$ cat config.mk
export PLATFORM = sky130hd
export DESIGN_NAME = dsp_macc_nch
export DESIGN_NICKNAME = d
export VERILOG_FILES = /design/src/rtl/dsp_macc_pkg.sv /design/src/rtl/dsp_preadd_mult.sv /design/src/rtl/dsp_macc_nch.sv
export SDC_FILE = /design/constraint.sdc
export NUM_CORES = 2
export LEC_CHECK = 0
export ABC_CLOCK_PERIOD_IN_PS = 21500
export BUFFER_PORTS_ARGS = -buffer_cell sky130_fd_sc_hd__buf_2
export CAP_MARGIN = 20
export CORE_UTILIZATION = 40
export DETAILED_ROUTE_END_ITERATION = 10
export MAX_ROUTING_LAYER = met4
export PLACE_DENSITY_LB_ADDON = 0.1
export SYNTH_ARGS = -nofsm -noshare
export SYNTH_HDL_FRONTEND = slang
export SYNTH_SLANG_ARGS = --single-unit
$ cat constraint.sdc
create_clock -name CLK -period 21.5 [get_ports CLK]
set_input_delay 2.15 -clock CLK [delete_from_list [all_inputs] [get_ports CLK]]
set_output_delay 2.15 -clock CLK [all_outputs]
set_load 0.005 [all_outputs]
$ cat src/rtl/dsp_macc_pkg.sv
// ============================================================================
// Module : dsp_macc_pkg
// Brief  : Shared mode encodings and the saturating-add helper for dsp_macc_nch.
// Rev    : 1.0  initial release
// ============================================================================
`default_nettype none

package dsp_macc_pkg;

  typedef enum logic [1:0] {
    INM_A   = 2'b00,
    INM_DPA = 2'b01,
    INM_DMA = 2'b10,
    INM_D   = 2'b11
  } inmode_e;

  typedef enum logic [1:0] {
    ACC_LOAD = 2'b00,
    ACC_ADD  = 2'b01,
    ACC_SUB  = 2'b10,
    ACC_CLR  = 2'b11
  } accmode_e;

  localparam int SAT_MAX_W = 128;

  // sum_i carries a (pw_i+1)-bit signed value sign-extended to SAT_MAX_W+1 bits;
  // the result is clamped to the signed range of pw_i bits.
  function automatic logic [SAT_MAX_W-1:0] sat_add(input logic [SAT_MAX_W:0] sum_i,
                                                   input logic [7:0]         pw_i);
    logic                 sgn;
    logic                 top;
    logic [SAT_MAX_W-1:0] res;
    sgn = sum_i[pw_i];
    top = sum_i[pw_i - 8'd1];
    res = sum_i[SAT_MAX_W-1:0];
    if (sgn != top) begin
      for (int i = 0; i < SAT_MAX_W; i++) begin
        res[i] = (i < int'(pw_i) - 1) ? ~sgn : sgn;
      end
    end
    return res;
  endfunction

endpackage

`default_nettype wire

$ cat src/rtl/dsp_preadd_mult.sv
// ============================================================================
// Module : dsp_preadd_mult
// Brief  : Input registers, signed pre-adder and multiplier with optional
//          MREG stage; channel/mode/addend sideband travels with the data.
// Rev    : 1.0  initial release
// ============================================================================
`default_nettype none

module dsp_preadd_mult
  import dsp_macc_pkg::*;
#(
  parameter  int A_W  = 25,
  parameter  int B_W  = 18,
  parameter  int D_W  = 25,
  parameter  int P_W  = 48,
  parameter  int CH_W = 2,
  parameter  int MREG = 1,
  localparam int AD_W = ((A_W > D_W) ? A_W : D_W) + 1,
  localparam int M_W  = AD_W + B_W
) (
  input  logic                   clk_i,
  input  logic                   rst_i,
  input  logic                   valid_i,
  input  logic [CH_W-1:0]        ch_i,
  input  logic [A_W-1:0]         a_i,
  input  logic [D_W-1:0]         d_i,
  input  logic [B_W-1:0]         b_i,
  input  logic [P_W-1:0]         c_i,
  input  logic [1:0]             inmode_i,
  input  logic [1:0]             accmode_i,
  output logic                   valid_o,
  output logic [CH_W-1:0]        ch_o,
  output logic signed [P_W-1:0]  c_o,
  output logic [1:0]             accmode_o,
  output logic signed [M_W-1:0]  m_o
);

  logic                  s1_valid_q;
  logic [CH_W-1:0]       s1_ch_q;
  logic signed [A_W-1:0] s1_a_q;
  logic signed [D_W-1:0] s1_d_q;
  logic signed [B_W-1:0] s1_b_q;
  logic signed [P_W-1:0] s1_c_q;
  logic [1:0]            s1_inmode_q;
  logic [1:0]            s1_accmode_q;

  always_ff @(posedge clk_i or posedge rst_i) begin
    if (rst_i) begin
      s1_valid_q   <= 1'b0;
      s1_ch_q      <= '0;
      s1_a_q       <= '0;
      s1_d_q       <= '0;
      s1_b_q       <= '0;
      s1_c_q       <= '0;
      s1_inmode_q  <= '0;
      s1_accmode_q <= '0;
    end else begin
      s1_valid_q   <= valid_i;
      s1_ch_q      <= ch_i;
      s1_a_q       <= a_i;
      s1_d_q       <= d_i;
      s1_b_q       <= b_i;
      s1_c_q       <= c_i;
      s1_inmode_q  <= inmode_i;
      s1_accmode_q <= accmode_i;
    end
  end

  logic signed [AD_W-1:0] a_ext;
  logic signed [AD_W-1:0] d_ext;
  logic signed [AD_W-1:0] ad_d;

  assign a_ext = AD_W'(s1_a_q);
  assign d_ext = AD_W'(s1_d_q);

  always_comb begin
    ad_d = a_ext;
    case (inmode_e'(s1_inmode_q))
      INM_A:   ad_d = a_ext;
      INM_DPA: ad_d = d_ext + a_ext;
      INM_DMA: ad_d = d_ext - a_ext;
      INM_D:   ad_d = d_ext;
      default: ad_d = a_ext;
    endcase
  end

  logic                   s2_valid_q;
  logic [CH_W-1:0]        s2_ch_q;
  logic signed [AD_W-1:0] s2_ad_q;
  logic signed [B_W-1:0]  s2_b_q;
  logic signed [P_W-1:0]  s2_c_q;
  logic [1:0]             s2_accmode_q;

  always_ff @(posedge clk_i or posedge rst_i) begin
    if (rst_i) begin
      s2_valid_q   <= 1'b0;
      s2_ch_q      <= '0;
      s2_ad_q      <= '0;
      s2_b_q       <= '0;
      s2_c_q       <= '0;
      s2_accmode_q <= '0;
    end else begin
      s2_valid_q   <= s1_valid_q;
      s2_ch_q      <= s1_ch_q;
      s2_ad_q      <= ad_d;
      s2_b_q       <= s1_b_q;
      s2_c_q       <= s1_c_q;
      s2_accmode_q <= s1_accmode_q;
    end
  end

  // Both operands widened to the full product width so the multiply is exact.
  logic signed [M_W-1:0] prod_d;
  assign prod_d = M_W'(s2_ad_q) * M_W'(s2_b_q);

  logic                  mp_valid;
  logic [CH_W-1:0]       mp_ch;
  logic signed [P_W-1:0] mp_c;
  logic [1:0]            mp_accmode;
  logic signed [M_W-1:0] mp_m;

  generate
    if (MREG != 0) begin : g_mreg
      logic                  mreg_valid_q;
      logic [CH_W-1:0]       mreg_ch_q;
      logic signed [P_W-1:0] mreg_c_q;
      logic [1:0]            mreg_accmode_q;
      logic signed [M_W-1:0] mreg_m_q;

      always_ff @(posedge clk_i or posedge rst_i) begin
        if (rst_i) begin
          mreg_valid_q   <= 1'b0;
          mreg_ch_q      <= '0;
          mreg_c_q       <= '0;
          mreg_accmode_q <= '0;
          mreg_m_q       <= '0;
        end else begin
          mreg_valid_q   <= s2_valid_q;
          mreg_ch_q      <= s2_ch_q;
          mreg_c_q       <= s2_c_q;
          mreg_accmode_q <= s2_accmode_q;
          mreg_m_q       <= prod_d;
        end
      end

      assign mp_valid   = mreg_valid_q;
      assign mp_ch      = mreg_ch_q;
      assign mp_c       = mreg_c_q;
      assign mp_accmode = mreg_accmode_q;
      assign mp_m       = mreg_m_q;
    end else begin : g_no_mreg
      assign mp_valid   = s2_valid_q;
      assign mp_ch      = s2_ch_q;
      assign mp_c       = s2_c_q;
      assign mp_accmode = s2_accmode_q;
      assign mp_m       = prod_d;
    end
  endgenerate

  logic                  s3_valid_q;
  logic [CH_W-1:0]       s3_ch_q;
  logic signed [P_W-1:0] s3_c_q;
  logic [1:0]            s3_accmode_q;
  logic signed [M_W-1:0] s3_m_q;

  always_ff @(posedge clk_i or posedge rst_i) begin
    if (rst_i) begin
      s3_valid_q   <= 1'b0;
      s3_ch_q      <= '0;
      s3_c_q       <= '0;
      s3_accmode_q <= '0;
      s3_m_q       <= '0;
    end else begin
      s3_valid_q   <= mp_valid;
      s3_ch_q      <= mp_ch;
      s3_c_q       <= mp_c;
      s3_accmode_q <= mp_accmode;
      s3_m_q       <= mp_m;
    end
  end

  assign valid_o   = s3_valid_q;
  assign ch_o      = s3_ch_q;
  assign c_o       = s3_c_q;
  assign accmode_o = s3_accmode_q;
  assign m_o       = s3_m_q;

endmodule

`default_nettype wire

$ cat src/rtl/dsp_macc_nch.sv
// ============================================================================
// Module : dsp_macc_nch
// Brief  : Multi-channel pre-add/multiply-accumulate slice with a bank of NCH
//          accumulators, pattern-detect autoreset and overflow flags.
//          Define DSP_MACC_SAT_EN to clamp overflowing results instead of wrapping.
// Rev    : 1.0  initial release
// ============================================================================
`default_nettype none

module dsp_macc_nch
  import dsp_macc_pkg::*;
#(
  parameter  int             A_W       = 25,
  parameter  int             B_W       = 18,
  parameter  int             D_W       = 25,
  parameter  int             P_W       = 48,
  parameter  int             NCH       = 4,
  parameter  int             MREG      = 1,
  parameter  logic [P_W-1:0] PATTERN   = '0,
  parameter  logic [P_W-1:0] MASK      = '1,
  parameter  int             AUTORESET = 0,
  localparam int             CH_W      = (NCH > 1) ? $clog2(NCH) : 1
) (
  input  logic                  CLK,
  input  logic                  RST,
  input  logic                  IN_VALID,
  input  logic [CH_W-1:0]       CH,
  input  logic [A_W-1:0]        A,
  input  logic [D_W-1:0]        D,
  input  logic [B_W-1:0]        B,
  input  logic [P_W-1:0]        C,
  input  logic [1:0]            INMODE,
  input  logic [1:0]            ACCMODE,
  input  logic                  CLR_ALL,
  output logic                  OUT_VALID,
  output logic [CH_W-1:0]       OUT_CH,
  output logic [P_W-1:0]        P,
  output logic                  PATTERNDETECT,
  output logic                  OVERFLOW,
  output logic                  UNDERFLOW
);

  localparam int AD_W = ((A_W > D_W) ? A_W : D_W) + 1;
  localparam int M_W  = AD_W + B_W;

  generate
    if (P_W < M_W) begin : g_width_chk
      $error("dsp_macc_nch: P_W must be >= AD_W+B_W");
    end
`ifdef DSP_MACC_SAT_EN
    if (P_W > SAT_MAX_W) begin : g_sat_width_chk
      $error("dsp_macc_nch: P_W exceeds saturation helper width");
    end
`endif
  endgenerate

  logic                  s3_valid;
  logic [CH_W-1:0]       s3_ch;
  logic signed [P_W-1:0] s3_c;
  logic [1:0]            s3_accmode;
  logic signed [M_W-1:0] s3_m;

  dsp_preadd_mult #(
    .A_W  (A_W),
    .B_W  (B_W),
    .D_W  (D_W),
    .P_W  (P_W),
    .CH_W (CH_W),
    .MREG (MREG)
  ) u_preadd_mult (
    .clk_i     (CLK),
    .rst_i     (RST),
    .valid_i   (IN_VALID),
    .ch_i      (CH),
    .a_i       (A),
    .d_i       (D),
    .b_i       (B),
    .c_i       (C),
    .inmode_i  (INMODE),
    .accmode_i (ACCMODE),
    .valid_o   (s3_valid),
    .ch_o      (s3_ch),
    .c_o       (s3_c),
    .accmode_o (s3_accmode),
    .m_o       (s3_m)
  );

  logic ch_ok;
  logic take;

  generate
    if (NCH == (2 ** CH_W)) begin : g_ch_full
      assign ch_ok = 1'b1;
    end else begin : g_ch_range
      assign ch_ok = ({1'b0, s3_ch} < (CH_W+1)'(NCH));
    end
  endgenerate

  // Out-of-range channels turn into bubbles here, before any bank access.
  assign take = s3_valid & ch_ok;

  logic signed [P_W-1:0] bank_q [NCH];
  logic signed [P_W-1:0] acc_rd;

  always_comb begin
    acc_rd = '0;
    for (int k = 0; k < NCH; k++) begin
      if (s3_ch == CH_W'(k)) acc_rd = bank_q[k];
    end
  end

  logic signed [P_W:0] m_ext;
  logic signed [P_W:0] sum_d;

  assign m_ext = (P_W+1)'(s3_m);

  always_comb begin
    sum_d = '0;
    case (accmode_e'(s3_accmode))
      ACC_LOAD: sum_d = m_ext + (P_W+1)'(s3_c);
      ACC_ADD:  sum_d = (P_W+1)'(acc_rd) + m_ext;
      ACC_SUB:  sum_d = (P_W+1)'(acc_rd) - m_ext;
      ACC_CLR:  sum_d = '0;
      default:  sum_d = '0;
    endcase
  end

  logic                  ovf_d;
  logic                  unf_d;
  logic signed [P_W-1:0] res_d;
  logic                  pd_d;
  logic signed [P_W-1:0] store_d;

  assign ovf_d = ~sum_d[P_W] &  sum_d[P_W-1];
  assign unf_d =  sum_d[P_W] & ~sum_d[P_W-1];

`ifdef DSP_MACC_SAT_EN
  assign res_d = P_W'(sat_add((SAT_MAX_W+1)'(sum_d), 8'(P_W)));
`else
  assign res_d = sum_d[P_W-1:0];
`endif

  assign pd_d    = (((res_d ^ PATTERN) & ~MASK) == '0);
  assign store_d = ((AUTORESET != 0) && pd_d) ? '0 : res_d;

  always_ff @(posedge CLK or posedge RST) begin
    if (RST) begin
      for (int k = 0; k < NCH; k++) bank_q[k] <= '0;
    end else if (CLR_ALL) begin
      for (int k = 0; k < NCH; k++) bank_q[k] <= '0;
    end else begin
      for (int k = 0; k < NCH; k++) begin
        if (take && (s3_ch == CH_W'(k))) bank_q[k] <= store_d;
      end
    end
  end

  logic                  out_valid_q;
  logic [CH_W-1:0]       out_ch_q;
  logic signed [P_W-1:0] p_q;
  logic                  pd_q;
  logic                  ovf_q;
  logic                  unf_q;

  // Result and channel hold between samples; the flags only live for one pulse.
  always_ff @(posedge CLK or posedge RST) begin
    if (RST) begin
      out_valid_q <= 1'b0;
      out_ch_q    <= '0;
      p_q         <= '0;
      pd_q        <= 1'b0;
      ovf_q       <= 1'b0;
      unf_q       <= 1'b0;
    end else begin
      out_valid_q <= take;
      if (take) begin
        out_ch_q <= s3_ch;
        p_q      <= res_d;
        pd_q     <= pd_d;
        ovf_q    <= ovf_d;
        unf_q    <= unf_d;
      end else begin
        pd_q     <= 1'b0;
        ovf_q    <= 1'b0;
        unf_q    <= 1'b0;
      end
    end
  end

  assign OUT_VALID     = out_valid_q;
  assign OUT_CH        = out_ch_q;
  assign P             = p_q;
  assign PATTERNDETECT = pd_q;
  assign OVERFLOW      = ovf_q;
  assign UNDERFLOW     = unf_q;

endmodule

`default_nettype wire

# Word level (Yosys, flattened, before mapping)
# Index checks and enable logic that the tools add are counted.
# totals
register_bits	660
in_bits	126
output_inout_bits	54
elab_cells	78
# op_classes
n_addsub	5
multipliers	1
n_eq_ne	9
mux	14
n_bitwise	4
reduce_logical	11
# ops
op	n
$mux 48	8
$pmux 49 s4	1
$mux 192	1
$pmux 26 s4	1
$add 44x48->49	1
$add 48x44->49	1
$sub 48x44->49	1
$mul 26x18->44	1
$add 25x25->26	1
$sub 25x25->26	1
$eq 2x2->1 const B	6
$reduce_bool 2->1	4
$eq 2x1->1 const B	3
$logic_not 2->1	3
$logic_and 1x1->1	4
$mux 1	3
$and 1x1->1	2
$not 1->1	2

# Depth between registers and ports, before layout
# depth
word_depth	10
depth_mapped	26
ltp_nobuf	25

# Cells and area by module
# A second synthesis with hierarchy kept.
# unflattened
cells_unflattened	4602
area_unflattened_um2	46553.4
# by_module_without_submodules
mod	n_inst	cells_each	area_per_inst_um2	seq_area_each_um2
dsp_preadd_mult	1	2659	29206.8	10359.9
dsp_macc_nch	1	1943	17346.6	6130.9

# Least setup slack after synthesis
# No wires, ideal clock.
# synth_path
kind	register to register
from	register u_preadd_mult.s2_b_q[11]
to	register u_preadd_mult.g_mreg.mreg_m_q[34]
arrival_ps	6244
required_time_ps	21367
setup_slack_ps	15122
path_stages_with_launch	26
path_buffers	2
period_less_slack_ps	6378
path_cell_list	dfrtp_1 clkbuf_1 clkbuf_1 nand2_1 fa_1 inv_1 fa_1 inv_1 fa_1 inv_1 fa_1 fa_1 inv_1 fa_1 inv_1 ha_1 and4_1 nand2_1 o21ba_2 a21oi_1 a21oi_1 a211oi_1 o21bai_1 a21o_1 a2111oi_0 nor2_1
# synth_via
elab_chain_cells	1
# synth_rtl
element	line_no	source
start: declaration	dsp_preadd_mult.sv:90	logic signed [B_W-1:0] s2_b_q;
start signal: assignment	dsp_preadd_mult.sv:106	s2_b_q <= s1_b_q;
$mul 26x18->44	dsp_preadd_mult.sv:114	assign prod_d = M_W'(s2_ad_q) * M_W'(s2_b_q);
via u_preadd_mult.prod_d[34]	dsp_preadd_mult.sv:113	logic signed [M_W-1:0] prod_d;
end signal: assignment	dsp_preadd_mult.sv:142	mreg_m_q <= prod_d;
end: declaration	dsp_preadd_mult.sv:128	logic signed [M_W-1:0] mreg_m_q;
# The timed path passes the listed nets, and every way through them passes these cells.
# A chain may end at the register's enable or synchronous reset.

# Worst setup path after layout
# Ends and elaborated chain as after synthesis.

==> metrics.txt <==
Pre-Repair DR Iteration Count=10; WL final=121 mm; Final Instance Area=51300 um2; FF+latch count, synth=659; largest net degree at the start of global routing=165; Slew Viols, Final=0; Max-Cap Viols=0; CTS hold repair buffers=0; Crit Path Category=reg2reg; Layout fillers=11100; root buffer cell=clkbuf_16; HP Class=reg2reg; routability cong.=0.923; Mapped Area=46400 um2; Resized cells post-CTS=0; failing checks=DRC; Yosys warning total=0; crit path capture type=flop; fin crit share=0.338; synthesis-to-finish area growth=10.7%; share of cells above drive strength 1=0.0898; gr usage total=0.217; global-route wire length before repair=192 mm; Core Area=115000 um2; relative slew slack=0.276; syn_nets=5412; DP Wirelength=91.0 mm; CTS tree=built; Seq/Total Area, Yosys=0.356; WP data required=22.02 ns; unrepaired setup endpoints after global routing=no; number of flops mapped to enable cells by yosys=0; Async SR Flop Fraction=1.00; DR vias/cell=5.15; Die Width=342 um; die height=342 um; fmax=137 MHz; Critical Path Source Type=flop; # rows=124; Worst-Margin Slew=1.09 ns; Clock Skew=0.0419 ns; Reg clk slew, reported paths=0.06 ns; final worst slack=14.23 ns; Post-Synthesis Cells=4589; die area=117000 um2; post-CTS setup buffers=0; depth of the CTS H-tree=3; drt initial violations=1825; status=finished with violations; Buffers on Ports=179; Cell variety after synth=76; hold_ws=0.313 ns; Setup Viol. Count Final=0; setup tns final=0 ns; initial antenna violation count=0; vias in the first global route=33200; final hold violation count=0; dominant synthesized flop cell=dfrtp_1; FF+latch area=16500 um2; Avg WL per Cell=19.4 um; global route overflow=0; dpl cell area=48600 um2; Max clock buf depth=3; # DRC=9; multi-input logic area=26800 um2; fin crit period=7.27 ns; DRT antenna net count=0; Clock Latency Late Sink=0.69 ns; TritonCTS Sinks=659; ant diodes=0; starting density of the core=0.404; Avg Cell Area, Syn=10.1 um2; fin nets=5475; most frequent cells in the layout=dfrtp_1 (656), inv_1 (602), fa_1 (460); Post-Place Setup Slack=14.26 ns; Max FO, Critical Path=26; number of I/O pins=180; cts bufs inserted=77; critical path arrival=7.79 ns; commonest non-fill, non-tap cell in the layout=dfrtp_1; total number of vias=32100
## registers in the layout, indices dropped and copies added, names as in the netlist, 25 cells and up
register / count
bank_q: 192
P: 48
u_preadd_mult.g_mreg.mreg_c_q: 48
u_preadd_mult.m_o: 44
u_preadd_mult.s2_c_q: 48
u_preadd_mult.g_mreg.mreg_m_q: 44
u_preadd_mult.c_o: 48
u_preadd_mult.s1_c_q: 48
u_preadd_mult.s1_d_q: 25
u_preadd_mult.s2_ad_q: 26
u_preadd_mult.s1_a_q: 25
## kinds of logic (layout without fill, tap and decap cells)
family,count (synthesis),in the layout,synth area share
adder cells (fa/ha/maj),697,697,0.263
XOR/XNOR,208,208,0.0395
multiplexers,59,59,0.0258
AND/OR/NAND/NOR,1255,1255,0.124
AO/OA/AOI/OAI,883,883,0.125
buffers and inverters,828,951,0.0671
flip-flops,659,659,0.356
## cells in the mapped netlist, types with 21 or more instances
master | n | area [um2]
nor2_1 | 409 | 1540
o21ai_0 | 108 | 541
nor3_1 | 67 | 335
ha_1 | 237 | 2970
dfrtp_1 | 659 | 16500
a21o_1 | 69 | 518
mux4_2 | 48 | 1080
xnor2_1 | 165 | 1450
nor2b_1 | 21 | 131
and3_1 | 21 | 131
o21bai_1 | 24 | 180
nand3_1 | 38 | 190
xor2_1 | 42 | 368
a22oi_1 | 32 | 240
clkbuf_1 | 210 | 788
inv_1 | 603 | 2260
a21oi_1 | 275 | 1380
nand2b_1 | 23 | 144
a31oi_1 | 31 | 194
and2_1 | 190 | 1190
a211oi_1 | 180 | 1350
fa_1 | 460 | 9210
nand2_1 | 405 | 1520
## path summary, 6_finish.rpt
check                                                              end                                from  cells after the start  slack (ns)
hold reg to reg             u_preadd_mult.g_mreg.mreg_c_q[4]$_DFF_PP0_   u_preadd_mult.s2_c_q[4]$_DFF_PP0_                      0        0.31
setup / recovery           u_preadd_mult.g_mreg.mreg_m_q[34]$_DFF_PP0_  u_preadd_mult.s2_b_q[11]$_DFF_PP0_                     23       14.23
max in group asynchronous              u_preadd_mult.c_o[15]$_DFF_PP0_                                 RST                      5       16.77
hold / removal              u_preadd_mult.g_mreg.mreg_c_q[4]$_DFF_PP0_   u_preadd_mult.s2_c_q[4]$_DFF_PP0_                      0        0.31
min in group asynchronous           u_preadd_mult.s1_c_q[37]$_DFF_PP0_                                 RST                      2        1.62
setup reg to reg           u_preadd_mult.g_mreg.mreg_m_q[34]$_DFF_PP0_  u_preadd_mult.s2_b_q[11]$_DFF_PP0_                     23       14.23
## critical path, cell delays in order (launching register included)
cell	delay [ns]
dfrtp_1	0.92
nand2_1	0.18
fa_1	0.57
inv_1	0.05
fa_1	0.49
inv_1	0.05
fa_1	0.53
inv_1	0.08
fa_1	0.50
fa_1	0.55
inv_1	0.06
fa_1	0.52
inv_1	0.04
ha_1	0.34
and4_1	0.22
nand2_1	0.08
o21ba_2	0.16
a21oi_1	0.26
a21oi_1	0.29
a211oi_1	0.38
o21bai_1	0.10
a21o_1	0.20
a2111oi_0	0.42
nor2_1	0.10
## through the flow
stage	std cells	utilization
after global routing	6224	0.448
after floorplan	4589	-
after detailed placement	6082	0.424
after CTS	6221	0.447
final	6224	0.448
after global placement	6082	0.424
## metal layers
metal  track usage  up-vias  wire length (um)
li1              -    15300                 -
met1         0.306    16000             58100
met2         0.328      650             54700
met3        0.0273      180              4760
met4        0.0622        0              3370
met5             -        -                 0
## layout make-up
class,count,area share
clock inverters,32,0.0104
inverters,603,0.0443
well taps,1512,0.0369
clock buffers,107,0.0421
repair buffers,209,0.0229
flip-flops and latches,659,0.322
multi-input cells,3102,0.522
Power is left out: the tool's default activity adds up to more than one toggle a clock period on the data nets, which glitch-free logic cannot reach.
